==> src/rtl/instruction_fetch.sv <==
// Instruction fetch unit: PC register, single-outstanding memory read, and a
// valid/ready hand-off of each fetched word. Optional macro FETCH_ALIGN_CHECK_EN.
module instruction_fetch #(
   parameter logic [31:0] RESET_PC = 32'h0000_0000
) (
   input  logic        clk,
   input  logic        rst,
   output logic        mem_req_valid,
   input  logic        mem_req_ready,
   output logic [31:0] mem_req_addr,
   input  logic        mem_rsp_valid,
   input  logic [31:0] mem_rsp_data,
   output logic        instr_valid,
   input  logic        instr_ready,
   output logic [31:0] instruction,
   output logic [31:0] pc,
   input  logic        redirect_valid,
   input  logic [31:0] redirect_pc,
   output logic        fetch_fault
);

   localparam logic [1:0] ST_REQ   = 2'd0;
   localparam logic [1:0] ST_WAIT  = 2'd1;
   localparam logic [1:0] ST_HOLD  = 2'd2;
`ifdef FETCH_ALIGN_CHECK_EN
   localparam logic [1:0] ST_FAULT = 2'd3;
`endif

   localparam logic [31:0] NOP = 32'h0000_0013;

   logic [1:0]  state;
   logic [31:0] pc_q;
   logic [31:0] instr_q;
   logic        drop;
   logic [31:0] redirect_target;
   logic        req_fire;

`ifdef FETCH_ALIGN_CHECK_EN
   logic fault_q;
   assign redirect_target = redirect_pc;
   assign fetch_fault     = fault_q;
`else
   logic redirect_lsb_unused;
   assign redirect_lsb_unused = |redirect_pc[1:0];
   assign redirect_target     = {redirect_pc[31:2], 2'b00};
   assign fetch_fault         = 1'b0;
`endif

   assign mem_req_valid = (state == ST_REQ) && !drop;
   assign mem_req_addr  = pc_q;
   assign pc            = pc_q;
   assign instr_valid   = (state == ST_HOLD);
   assign instruction   = instr_q;
   assign req_fire      = mem_req_valid && mem_req_ready;

   // Redirect outranks every normal transition; a request already accepted
   // (or in flight) leaves one stale response that the drop flag swallows.
   always_ff @(posedge clk) begin
      if (rst) begin
         state   <= ST_REQ;
         pc_q    <= RESET_PC;
         instr_q <= NOP;
         drop    <= 1'b0;
`ifdef FETCH_ALIGN_CHECK_EN
         fault_q <= 1'b0;
`endif
      end
`ifdef FETCH_ALIGN_CHECK_EN
      else if (state == ST_FAULT) begin
         state <= ST_FAULT;
      end
`endif
      else if (redirect_valid) begin
         pc_q <= redirect_target;
`ifdef FETCH_ALIGN_CHECK_EN
         if (redirect_pc[1:0] != 2'b00) begin
            state   <= ST_FAULT;
            fault_q <= 1'b1;
            drop    <= 1'b0;
         end else
`endif
         begin
            case (state)
               ST_REQ: begin
                  if (req_fire) begin
                     state <= ST_WAIT;
                     drop  <= 1'b1;
                  end else begin
                     state <= ST_REQ;
                  end
               end
               ST_WAIT: begin
                  if (mem_rsp_valid) begin
                     state <= ST_REQ;
                     drop  <= 1'b0;
                  end else begin
                     state <= ST_WAIT;
                     drop  <= 1'b1;
                  end
               end
               default: begin
                  state <= ST_REQ;
                  drop  <= 1'b0;
               end
            endcase
         end
      end else begin
         case (state)
            ST_REQ: begin
               if (req_fire) state <= ST_WAIT;
            end
            ST_WAIT: begin
               if (mem_rsp_valid) begin
                  if (drop) begin
                     drop  <= 1'b0;
                     state <= ST_REQ;
                  end else begin
                     instr_q <= mem_rsp_data;
                     state   <= ST_HOLD;
                  end
               end
            end
            ST_HOLD: begin
               if (instr_ready) begin
                  pc_q  <= pc_q + 32'd4;
                  state <= ST_REQ;
               end
            end
            default: begin
               state <= ST_REQ;
               drop  <= 1'b0;
            end
         endcase
      end
   end

endmodule

==> config.mk <==
export PLATFORM = sky130hd
export DESIGN_NAME = instruction_fetch
export DESIGN_NICKNAME = d
export VERILOG_FILES = /design/src/rtl/instruction_fetch.sv
export SDC_FILE = /design/constraint.sdc
export NUM_CORES = 1
export LEC_CHECK = 0
export BUFFER_PORTS_ARGS = -buffer_cell sky130_fd_sc_hd__buf_2
export CORE_MARGIN = 10
export CORE_UTILIZATION = 31
export CTS_CLUSTER_SIZE = 14
export DETAILED_ROUTE_END_ITERATION = 6
export GPL_TIMING_DRIVEN = 0
export SYNTH_ARGS = -nofsm -noshare
export SYNTH_HDL_FRONTEND = slang
export SYNTH_SLANG_ARGS = --single-unit
==> constraint.sdc <==
create_clock -name clk -period 5 [get_ports clk]
set_input_delay 1 -clock clk [delete_from_list [all_inputs] [get_ports clk]]
set_output_delay 1 -clock clk [all_outputs]
set_load 0.01 [all_outputs]
==> impl_metrics.yaml <==
status:
  outcome: "complete, no violations"
clock_tree:
  clk_path_buf_depth: 2
  insertion_delay_ns: 0.34
  clkTransAtPathRegs_ns: 0.07
  cts_tree: "yes"
  postCtsResizedCells: 0
  clock-root-buffer: "clkbuf_8"
  cts_hold_buf: 0
  numClockSinks: 65
  cts_setup_buffers: 0
  htreeDepth: 3
  cts_buffers: 9
worst_setup_path:
  cp_data_required_time_ns: 5.21
  worstPathCellList: "buf_2 -> clkbuf_1 -> buf_1 -> o21ai_0 -> nor2b_1"
  max_stage_delay_ns: 0.54
  start_kind: "input pin"
  cp_data_arrival_time_ns: 2.37
  cpMaxStageDelayCell: "buf_1"
  cp_max_fo: 10
  endpoint_kind: "flop"
  worstSetupPathType: "input pin to flop"
finish:
  syn2layout_area_growth_pct: 37.2
  drive_gt1_share_pct: 37.8
  nets: 656
  nFillCells: 1094
synthesis:
  synth.top_cell.area_share_pct: 39.3
  synthCells: 410
  synth_edf_count: 0
  yosys_most_used_dff: "dfxtp_1"
  yosysWarnings: 0
  async_flop_share_pct: 0
  yosysSeqAreaShare_pct: 39.3
  ys_ff_latch: 65
  synthTopCellsByArea: "dfxtp_1, nand2_1, buf_4"
  synth_top_area_cell: "dfxtp_1"
  postSynthAreaPerCell_um2: 8.08
  syn-cell-area_um2: 3310
  ys_types: 35
global_route:
  track_usage_pct: 13.5
  use_met1_pct: 14.9
  grt_max_degree: 13
  grt_antenna_before_repair: 1
  grt_first_pass_wirelength_um: 16500
  grtUsageMet2_pct: 22.2
  grt_pass1_vias: 3429
  top_usage_layer: "met2"
  grt-ovfl-total: 0
  grtUsageMet3_pct: 6.56
pwr:
  p_int_uw: 969
  clkPwrFrac_pct: 41.8
  p_seq_share_pct: 43.6
  cellLeakagePower_uw: 0.00228
  comb_power_share_pct: 14.6
  vdd_drop_max_mv: 0.141
  swShare_pct: 26.0
  cellPowerDensity_nw_per_um2: 288
  p_sw_uw: 340
floorplanning:
  start_util_pct: 31.9
  core_area_um2: 10400
  die_h_um: 123
  floorplan.rows: 37
  die_x_um: 123
  ios: 169
  dieArea_um2: 15200
run:
  maxCapViolCount: 0
sta:
  hold_viol_final: 0
  fmax_ghz: 0.462
  finalSetupTns_ns: 0
  fin_crit_sh_pct: 43.3
  max_slew_margin_pct: 58.1
  setup_violations: 0
  fin_hold_ws_ns: 0.453
  grt_setup_unrepaired: "false"
  tightest_slew_ns: 0.629
  finalClockSkew_ns: 0.0182
  post-route-min-period_ns: 2.16
  slew_violations: 0
placement:
  hpwl_um: 8430
  io_buffers: 160
  place.gp.congestion: 0.777
hold_path:
  hold_class: "flop to flop"
routing:
  drtPass1Iterations: 4
  vias: 3332
  postRouteAntennaNets: 0
  drc_errors: 0
  viasPerCell: 4.58
  wire_per_inst_um: 14.5
  drtIter0Drc: 151
  drt_wl_total_um: 10500
[power groups by stage]
stage | Sequential (µW) | Combinational [µW] | Clock [µW]
finish | 571 | 191 | 547
CTS | 571 | 194 | 564
global route | 576 | 213 | 590
detailed placement | 583 | 193 | 0
floorplan | 587 | 101 | 0
global placement | 582 | 191 | 0
[state kept, by name, summed over array words and instances (netlist names)]
signal        count
drop              1
instruction      32
mem_req_addr     30
state             2
[per-stage QoR]
stage          cells  total power [µW]  instance area [µm²]  utilization, %  setup WS [ns]
6_report         727              1310                 4540            43.8           2.84
4_1_cts          726              1330                 4540            43.8           2.79
5_1_grt          726              1380                 4540            43.8           2.72
3_3_place_gp     710               772                 4300            41.4           2.52
2_1_floorplan    414               688                 3330               -           2.87
3_5_place_dp     710               776                 4300            41.4           2.50
[cell usage in the layout, fill, tap and decap left out, drive strengths merged]
| master | instances |
|---|---|
| nand2 | 76 |
| xor2 | 10 |
| conb | 5 |
| clkbuf | 24 |
| nand2b | 1 |
| a21o | 1 |
| nand3b | 4 |
| and2 | 2 |
| nand3 | 9 |
| nor2b | 5 |
| xnor2 | 18 |
| nor3 | 10 |
| and3 | 5 |
| dfxtp | 65 |
| bufinv | 3 |
| a21oi | 51 |
| and4 | 2 |
| inv | 18 |
| buf | 202 |
| o22a | 2 |
| nor4 | 6 |
| clkinv | 2 |
| o21a | 16 |
| nand4b | 3 |
| diode | 1 |
| o21ai | 2 |
| mux2i | 9 |
| nor2 | 22 |
| ha | 1 |
| clkinvlp | 2 |
| nand4 | 14 |
[critical path: cells and delay by family]
| kind | cells | cell delay, ns |
|---|---|---|
| buffers and inverters | 3 | 1.02 |
| and+or+nand+nor | 1 | 0.16 |
| AOI/OAI and AO/OA | 1 | 0.18 |
[layout make-up]
cell class | count | area, µm² | share of cell area, %
antenna | 1 | 2.50 | 0.0551
buffer | 57 | 354 | 7.79
clock buffer | 9 | 124 | 2.73
clock inverter | 7 | 119 | 2.62
inverter | 18 | 67.6 | 1.49
multi-input combinational | 274 | 1600 | 35.3
sequential | 65 | 1300 | 28.6
tap | 136 | 170 | 3.75
timing repair buffer | 160 | 801 | 17.6
[Yosys cell counts (2+ instances only)]
cell,instances
o21ai_0,2
nand4_1,12
nand3_1,9
dfxtp_1,65
nor3_1,9
a21oi_1,51
mux2i_1,9
xnor2_1,18
buf_1,2
nor2_1,22
clkbuf_1,15
nor4_4,2
o22a_1,2
o21a_1,16
nand2_1,76
and4_1,2
buf_4,36
nor4_1,3
inv_1,18
and2_1,2
nand3b_1,4
and3_1,5
nand4b_1,2
xor2_1,10
buf_2,4
nor2b_1,5
[cell families after synthesis]
logic type	synth area share [%]
AOI/OAI and AO/OA	12.4
xor gates and xnor gates	7.40
adders and majority gates	0.378
buffers and inverters	12.7
DFF	39.3
muxes	2.72
other	0.113
and+or+nand+nor	25.0
[worst paths after layout]
path,startpoint,end,slack [ns],depth (start not counted)
setup reg to reg,mem_req_addr[2]$_SDFFE_PP0P_,mem_req_addr[30]$_SDFFE_PP0P_,2.95,6
hold reg to reg,instruction[18]$_SDFFE_PP0P_,instruction[18]$_SDFFE_PP0P_,0.45,2
hold / removal,instruction[18]$_SDFFE_PP0P_,instruction[18]$_SDFFE_PP0P_,0.45,2
setup / recovery,redirect_valid,mem_req_addr[12]$_SDFFE_PP0P_,2.84,5
[layer usage]
metal	vias to the layer above	share of wire, %
met3	12	13
li1	1683	-
met4	0	1.2
met2	133	45
met5	-	0
met1	1504	41
Power figures use the tool's default switching activity.
